[src/rtl/conv_window_index_gen.sv]
// Sliding-window (row, column) tap address generator for one tile of a tiled image.
// Emits one tap per accepted handshake, with window and window-row boundary flags.
module conv_window_index_gen #(
    parameter int TILE_W  = 6,
    parameter int TILE_H  = 6,
    parameter int TILES_X = 2,
    parameter int TILES_Y = 2,
    parameter int KERNEL  = 3,
    parameter int STRIDE  = 1,
    parameter int IDX_W   = 4,
    parameter int TSEL_W  = 2,
    localparam int TAP_W  = (KERNEL * KERNEL > 1) ? $clog2(KERNEL * KERNEL) : 1
) (
    input  logic              clock,
    input  logic              clear,
    input  logic              start,
    input  logic [TSEL_W-1:0] tile_sel,
    input  logic              out_ready,
    output logic              out_valid,
    output logic [IDX_W-1:0]  row_index,
    output logic [IDX_W-1:0]  column_index,
    output logic [TAP_W-1:0]  tap_index,
    output logic              last_tap,
    output logic              last_window_in_row,
    output logic              done,
    output logic              fsm_state
);

    typedef enum logic {IDLE = 1'b0, SCAN = 1'b1} state_t;

    state_t state, state_next;

    logic [IDX_W-1:0] kr, kc, wr, wc, base_row, base_col;
    logic [IDX_W-1:0] kr_n, kc_n, wr_n, wc_n, base_row_n, base_col_n;
    logic             last_tap_q, last_win_q;
    logic             load, fire;
    logic             kc_end, kr_end, wc_end, wr_end, final_tap;

    // Handshake: a tap transfers on any clock edge where out_valid && out_ready;
    // while out_ready is low every output holds, and out_valid never drops mid-scan.

    always_ff @(posedge clock) begin
        if (clear) begin
            state <= IDLE;
        end else begin
            state <= state_next;
        end
    end

    always_comb begin
        state_next = state;
        case (state)
            IDLE:    if (start) state_next = SCAN;
            SCAN:    if (fire && final_tap) state_next = IDLE;
            default: state_next = IDLE;
        endcase
    end

    always_comb begin
        out_valid          = (state == SCAN);
        last_tap           = out_valid & last_tap_q;
        last_window_in_row = out_valid & last_win_q;
        fsm_state          = state;
    end

    always_comb begin
        load      = (state == IDLE) && start;
        fire      = (state == SCAN) && out_ready;
        kc_end    = (kc == IDX_W'(KERNEL - 1));
        kr_end    = (kr == IDX_W'(KERNEL - 1));
        wc_end    = (wc == IDX_W'(TILE_W - KERNEL));
        wr_end    = (wr == IDX_W'(TILE_H - KERNEL));
        final_tap = kc_end && kr_end && wc_end && wr_end;

        kr_n       = kr;
        kc_n       = kc;
        wr_n       = wr;
        wc_n       = wc;
        base_row_n = base_row;
        base_col_n = base_col;

        if (load) begin
            kr_n       = '0;
            kc_n       = '0;
            wr_n       = '0;
            wc_n       = '0;
            base_row_n = IDX_W'((32'(tile_sel) / TILES_X) * TILE_H);
            base_col_n = IDX_W'((32'(tile_sel) % TILES_X) * TILE_W);
        end else if (fire) begin
            if (final_tap) begin
                kr_n = '0;
                kc_n = '0;
                wr_n = '0;
                wc_n = '0;
            end else if (!kc_end) begin
                kc_n = kc + IDX_W'(1);
            end else begin
                kc_n = '0;
                if (!kr_end) begin
                    kr_n = kr + IDX_W'(1);
                end else begin
                    // Window finished: step the origin right, or wrap to the next window row.
                    kr_n = '0;
                    if (!wc_end) begin
                        wc_n = wc + IDX_W'(STRIDE);
                    end else begin
                        wc_n = '0;
                        wr_n = wr + IDX_W'(STRIDE);
                    end
                end
            end
        end
    end

    // Addresses and flags are registered from the next counter values so they
    // line up with the counters on the same edge.
    always_ff @(posedge clock) begin
        if (clear) begin
            kr           <= '0;
            kc           <= '0;
            wr           <= '0;
            wc           <= '0;
            base_row     <= '0;
            base_col     <= '0;
            row_index    <= '0;
            column_index <= '0;
            tap_index    <= '0;
            last_tap_q   <= 1'b0;
            last_win_q   <= 1'b0;
            done         <= 1'b0;
        end else begin
            kr           <= kr_n;
            kc           <= kc_n;
            wr           <= wr_n;
            wc           <= wc_n;
            base_row     <= base_row_n;
            base_col     <= base_col_n;
            row_index    <= base_row_n + wr_n + kr_n;
            column_index <= base_col_n + wc_n + kc_n;
            tap_index    <= TAP_W'(kr_n * KERNEL + kc_n);
            last_tap_q   <= (kr_n == IDX_W'(KERNEL - 1)) && (kc_n == IDX_W'(KERNEL - 1));
            last_win_q   <= (wc_n == IDX_W'(TILE_W - KERNEL));
            done         <= fire && final_tap;
        end
    end

endmodule
[config.mk]
export PLATFORM = sky130hd
export DESIGN_NAME = conv_window_index_gen
export DESIGN_NICKNAME = d
export VERILOG_FILES = /design/src/rtl/conv_window_index_gen.sv
export SDC_FILE = /design/constraint.sdc
export NUM_CORES = 1
export LEC_CHECK = 0
export ABC_AREA = 1
export CAP_MARGIN = 30
export CORE_MARGIN = 4
export CORE_UTILIZATION = 40
export DETAILED_ROUTE_END_ITERATION = 12
export PLACE_DENSITY_LB_ADDON = 0.3
export SLEW_MARGIN = 25
export SYNTH_ARGS = -nofsm -noshare
export SYNTH_HDL_FRONTEND = slang
export SYNTH_SLANG_ARGS = --single-unit
export TNS_END_PERCENT = 50
[constraint.sdc]
create_clock -name clock -period 4.1 [get_ports clock]
set_input_delay 0.615 -clock clock [delete_from_list [all_inputs] [get_ports clock]]
set_output_delay 0.615 -clock clock [all_outputs]
set_load 0.02 [all_outputs]
==> results by group, run 1 <==
Floorplanning
  – Core ar.: 5507 um^2
  – Die Y-Extent: about 83 um
  – Die area: 6916 um^2
  – I/O pin cnt: 23
  – Die width: 83.16 um
  – Core Rows: 27
  – Initial Util: 0.4104

Synthesis
  – Syn avg cell area: 8.042 um^2
  – Cells after Synth: 281
  – #FFs+latches synth: 40
  – Synthesized area: between 2000 and 2500 um^2
  – Area share of the largest cell type after synthesis: 0.3544
  – Synth warnings: 0
  – Most used DFF post-synth: dfxtp_1
  – Most area-hungry cell type in the Yosys netlist: dfxtp_1
  – Sequential fraction of the synthesis area: 0.3544
  – Top post-synthesis cells by area: dfxtp_1 35%, fa_1 8.9%, inv_1 8.0%
  – Post-synthesis cell type count: 39
  – Post-synth net total: 310
  – Number of flops mapped to enable cells by yosys: 0
  – Ys async rst share: 0

Clock network
  – Worst skew pair latency: 0.29 ns
  – Setup bufs post-CTS: 0
  – CTS tree: done
  – CTS Hold Buffers Added: 0
  – CTS Root Cell: clkbuf_8
  – H-tree levels: 2
  – Clock sink count: 40
  – Clock-pin slew on the worst setup and hold paths: 0.07 ns
  – Maximum clock insertion buffer count: 2
  – TritonCTS Buffers: 5
  – Post-CTS sizing: 0

Setup path
  – Setup crit end kind: register
  – Crit path required time: 4.32 ns
  – Critical Path AT: 3.67 ns
  – Startpoint types: primary input
  – Worst reg2reg setup slack: 0.73 ns
  – WS Path Type: in -> reg
  – Crit-path max FO: 8

GRT
  – GRT Util Overall: 0.1357
  – Global-route wire length before repair: between 7000 and 8000 um
  – Initial antenna violation count: 0
  – Pin count of the biggest net entering global routing: 38
  – Vias in the first global route: 1681
  – Total global routing overflow: 0

Placement
  – Final GP Congestion: roughly 0.77
  – PortBufs: 22
  – Post-DP HPWL: 3352 um

STA
  – Post-route clock period utilization: 0.8415
  – RSZ-0062 raised after global routing: no
  – Final setup viols: 0
  – Slew margin rel.: 0.6761
  – Final-report hold violation count: 0
  – Minimum clock period: roughly 3.5 ns
  – Worst slew pin tran: ~0.48 ns
  – Max-slew violations: 0
  – Upper clock frequency limit: between 200 and 300 MHz
  – Worst Skew: 0.006416 ns
  – Hold WS: ~0.44 ns
  – Final setup TNS: 0 ns

Layout
  – Layout cells sized above 1: 0.1053
  – FILL cells: 545
  – Footprint of the multi-input gates: 1217 um^2
  – Register area: 800.8 um^2
  – Nets: 335
  – # diodes: 0
  – Layout area overhead: 16.11%

Routing
  – Drt wl/cell: about 11 um
  – First DRT Iteration DRCs: between 50 and 60
  – Via/cell ratio: 4.625
  – Vias: about 1700
  – ANT nets after route: 0
  – Total Wirelength: 4260 um
  – Router iterations before antenna repair: 4
  – Drt drc: 0

Pwr
  – Net Sw Frac: 0.2442
  – Power per cell area: 271.5 nW/um^2
  – Switch Pwr: about 0.00017 W
  – Combinational power share: 0.113
  – Internal Pwr Total: 0.0005383 W
  – Leak Pwr: approximately 1.2 nW
  – Flop pwr share: 0.564
  – Worst vdd ir: approximately 0.19 mV
  – Clock share of power: 0.324

Outcome
  – Outcome: complete, no violations

Worst hold path
  – Worst hold path type: reg -> reg

Job
  – Max-cap viol count: 0
-- through the flow --
step                 power, W  setup slack (ns)  cells  cell area, um^2  utilization
floorplan           0.0004634            0.9680    281             2260            -
global placement    0.0004916            0.4544    371             2555       0.4640
detailed placement  0.0004922            0.3484    371             2555       0.4640
CTS                 0.0007244            0.6517    376             2624       0.4765
global route        0.0007488            0.4836    376             2624       0.4765
finish              0.0007123            0.6499    376             2624       0.4765
-- flip-flops by register name, indices dropped and copies added (netlist names), 4 cells and up --
name and cells:
base_col 4, base_row 4, column_index 4, kc 4
kr 4, row_index 4, tap_index 4, wc 4
wr 4
-- synth_stat cells (5+ instances only) --
cell type,number
a21oi_1,5
nor3_1,6
nand2_2,5
fa_1,10
dfxtp_1,40
nor2_1,44
ha_1,13
inv_1,48
nand3_1,13
nand2_1,41
xnor2_1,6
-- cells in the final DEF (no fill, tap or decap), types with 4 or more instances in the layout --
cell	Yosys	final
ha_1	13	13
nand3_1	13	13
xnor2_1	6	6
nor3_1	6	6
fa_1	10	10
nand2_1	41	41
a21oi_1	5	5
inv_1	48	48
dfxtp_1	40	40
clkbuf_8	0	5
nand2_2	5	5
clkdlybuf4s50_1	0	22
o21ai_0	4	4
nand4_1	4	4
inv_2	4	4
nor2_1	44	44
-- worst paths after layout --
check,from,end,cells past startpoint
min,base_col[0]$_SDFF_PP0_,base_col[0]$_SDFF_PP0_,2
max,out_ready,tap_index[3]$_SDFF_PP0_,14
max reg2reg,kr[0]$_SDFF_PP0_,tap_index[3]$_SDFF_PP0_,16
min reg2reg,base_col[0]$_SDFF_PP0_,base_col[0]$_SDFF_PP0_,2
-- power groups by stage --
stage	Clock, W	Combinational, W	Sequential [W]
after CTS	0.000241	0.0000820	0.000401
after detailed placement	0	0.0000818	0.000410
after global placement	0	0.0000814	0.000410
final	0.000230	0.0000805	0.000401
after global routing	0.000256	0.0000912	0.000402
after floorplan	0	0.0000472	0.000416
-- worst max-delay path, stage by stage --
cell and delay (ns):
clkdlybuf4s50_1 0.50, nand2_4 0.10, nor2_4 0.22, o21ai_0 0.11
nor2_1 0.22, inv_1 0.13, fa_1 0.50, inv_1 0.05
ha_1 0.19, fa_1 0.38, xnor2_1 0.14, xor2_1 0.15
or2_1 0.23, a21oi_1 0.13
-- cell type report --
type | count | area share
tap | 72 | 0.03433
timing repair buffer | 25 | 0.09251
multi-input combinational | 181 | 0.4640
inverter | 53 | 0.07773
sequential | 40 | 0.3052
clock buffer | 5 | 0.02623
-- logic make-up (layout without fill, tap and decap cells) --
group,after synthesis,in the layout,synth area share
AND/OR/NAND/NOR,129,129,0.2813
buffers and inverters,60,83,0.1069
flip-flops,40,40,0.3544
adder cells (fa/ha/maj),23,23,0.1606
AO/OA/AOI/OAI,18,18,0.04762
XOR/XNOR,9,9,0.03489
multiplexers,2,2,0.01440
-- routing by layer --
layer | up-vias | part of all wire | track usage
met5 | - | 0 | 0
met4 | 0 | 0.015 | 0.04903
met3 | 7 | 0.048 | 0.03373
met2 | 31 | 0.45 | 0.2114
met1 | 790 | 0.48 | 0.1820
li1 | 911 | - | -
No activity file was read; power rests on OpenSTA's default activity.
==> inputs of run 2 (changes only) <==
==> constraint.sdc (replaced) <==
create_clock -name clock -period 3.4 [get_ports clock]
set_input_delay 0.51 -clock clock [delete_from_list [all_inputs] [get_ports clock]]
set_output_delay 0.51 -clock clock [all_outputs]
set_load 0.02 [all_outputs]
==> run 2 against run 1 <==
Utilization grew 3.0 points. Wire length increased by 9.4%. Total power increased by 37%. First-iteration DRC count grew 14%. Setup slack got worse by 0.40 ns. Global-route usage up 1.1 points. Combinational power up 30%. Worst hold slack better by 0.0019 ns. Highest routed layer unchanged.
==> results by group, run 2 (same netlist as run 1, synthesis figures left out) <==
Routing
  – ANT nets after route: 0 (unchanged)
  – Drt wl/cell: 11.77 um (+3.9%)
  – First DRT Iteration DRCs: 64 (+14%)
  – Via/cell ratio: 4.626 (about the same)
  – Drt drc: 0 (unchanged)
  – Vias: 1832 (+5.3%)
  – Total Wirelength: 4661 um (+9.4%)
  – Router iterations before antenna repair: 4 (unchanged)

STA
  – RSZ-0062 raised after global routing: no
  – Minimum clock period: 3.150 ns
  – Final setup margin: 0.2498 ns (-0.4002 ns)
  – Upper clock frequency limit: 317.4 MHz
  – Final-report hold violation count: 0 (unchanged)
  – Final setup viols: 0 (unchanged)
  – Slew margin rel.: 0.7437 (+0.06763)
  – Max-slew violations: 0 (unchanged)
  – Worst slew pin tran: 0.3815 ns (-0.1011 ns)
  – Worst Skew: 0.003646 ns (-0.002770 ns)
  – Post-route clock period utilization: 0.9265

Floorplanning
  – Die Y-Extent: 83.16 um (unchanged)
  – Initial Util: 0.4104 (unchanged)
  – Die width: 83.16 um (unchanged)
  – Core ar.: 5507 um^2 (unchanged)
  – Die area: 6916 um^2 (unchanged)
  – Core Rows: 27 (unchanged)
  – I/O pin cnt: 23 (unchanged)

Pwr
  – Leak Pwr: 1.305 nW (+8.4%)
  – Worst vdd ir: 0.1903 mV (+2.3%)
  – Power per cell area: 348.6 nW/um^2 (+28%)

Layout
  – Post-route cell area: 2790 um^2 (+6.3%)
  – Commonest non-fill, non-tap cells in the layout: 48 x inv_1, 44 x nor2_1, 41 x nand2_1
  – Most common cell after layout, fill and taps aside: inv_1
  – Nets: 352 (+5.1%)
  – # diodes: 0 (unchanged)
  – Layout cells sized above 1: 0.1574 (+0.05214)
  – Layout area overhead: 23.48%

Setup path
  – Critical Path Max Stage Delay: 0.48 ns (-0.02 ns)
  – WS Path Type: reg -> reg
  – Crit-path cells: inv_1 > ha_1 > nand2_2 > nor2_4 > o21ai_0 > o21ai_0 > nor2_1 > inv_1 > fa_1 > inv_1 > ha_1 > fa_1 > xnor2_1 > xor2_1 > or2_1 > a21oi_1
  – Crit-path slowest cell: fa_1
  – Critical Path AT: 3.38 ns (-0.29 ns)
  – Crit-path max FO: 5 (-3)
  – Startpoint types: register
  – Setup crit end kind: register
  – Most used cell, CP: inv_1
  – Crit path required time: 3.63 ns (-0.69 ns)

Clock network
  – CTS tree: done
  – TritonCTS Buffers: 5 (unchanged)
  – Clock-pin slew on the worst setup and hold paths: 0.08 ns (about the same)
  – Worst skew pair latency: 0.29 ns (about the same)
  – CTS Hold Buffers Added: 0 (unchanged)
  – Post-CTS sizing: 0 (unchanged)
  – Clock sink count: 40 (unchanged)
  – H-tree levels: 2 (unchanged)
  – Maximum clock insertion buffer count: 2 (unchanged)
  – Setup bufs post-CTS: 0 (unchanged)
  – CTS Root Cell: clkbuf_8

Placement
  – Final GP Congestion: 0.7722 (+0.78%)
  – PortBufs: 22 (unchanged)
  – Placement Cell Area: 2683 um^2 (+5.0%)
  – Place WS: -0.05749 ns (-0.4058 ns)
  – Post-DP HPWL: 3643 um (+8.7%)

GRT
  – Vias in the first global route: 1773 (+5.5%)
  – Total global routing overflow: 0 (unchanged)
  – Global-route wire length before repair: 8100 um (+6.3%)
  – Initial antenna violation count: 0 (unchanged)
  – Pin count of the biggest net entering global routing: 38 (unchanged)
  – GRT Util Overall: 0.1470 (+0.01129)

Job
  – Max-cap viol count: 0 (unchanged)

Outcome
  – Outcome: complete, no violations

Worst hold path
  – Worst hold path type: reg -> reg
run 2: cell type report:
| type | count | area, um^2 |
|---|---|---|
| repair buffers | 42 | 370.4 |
| flip-flops and latches | 40 | 800.8 |
| clock buffers | 6 | 72.57 |
| multi-input cells | 181 | 1217 |
| well taps | 72 | 90.09 |
| clock inverters | 2 | 35.03 |
| inverters | 53 | 203.9 |
| fillers | 503 | 2716 |
run 2: critical path, delay by kind of cell (launching register included):
kind | cells | cell delay (ns)
fa+ha+maj | 4 | 1.29
simple gates | 4 | 0.58
flops | 1 | 0.40
xor+xnor | 2 | 0.29
compound gates | 3 | 0.29
buf+inv | 3 | 0.21
run 2: power breakdown:
part,internal [W],switching (W)
Clock,0.000218,0.000166
Sequential,0.000478,0.00000545
Combinational,0.0000428,0.0000623
run 2: worst paths after layout:
path	to	slack, ns	start	depth (start not counted)
setup / recovery	tap_index[3]$_SDFF_PP0_	0.25	kc[0]$_SDFF_PP0_	16
setup reg to reg	tap_index[3]$_SDFF_PP0_	0.25	kc[0]$_SDFF_PP0_	16
hold / removal	base_col[0]$_SDFF_PP0_	0.45	base_col[0]$_SDFF_PP0_	2
hold reg to reg	base_col[0]$_SDFF_PP0_	0.45	base_col[0]$_SDFF_PP0_	2
run 2: layer usage:
layer,routed length [um],share of wire,global-route usage,vias to the layer above
li1,-,-,-,948
met2,2032,0.44,0.2208,36
met3,323,0.069,0.04067,9
met1,2194,0.47,0.1964,839
met5,0,0,0,-
met4,110,0.024,0.06538,0
run 2: through the flow:
| step | setup TNS [ns] | hold slack, ns | power, W | util | instances |
|---|---|---|---|---|---|
| 2_1_floorplan | 0 | 0.4246 | 0.0005588 | - | 281 |
| 3_3_place_gp | -0.01578 | 0.4315 | 0.0006010 | 0.4872 | 388 |
| 3_5_place_dp | -0.1194 | 0.4366 | 0.0006008 | 0.4872 | 388 |
| 4_1_cts | 0 | 0.4478 | 0.0009839 | 0.5067 | 396 |
| 5_1_grt | 0 | 0.4619 | 0.001019 | 0.5067 | 396 |
| 6_report | 0 | 0.4456 | 0.0009726 | 0.5067 | 396 |
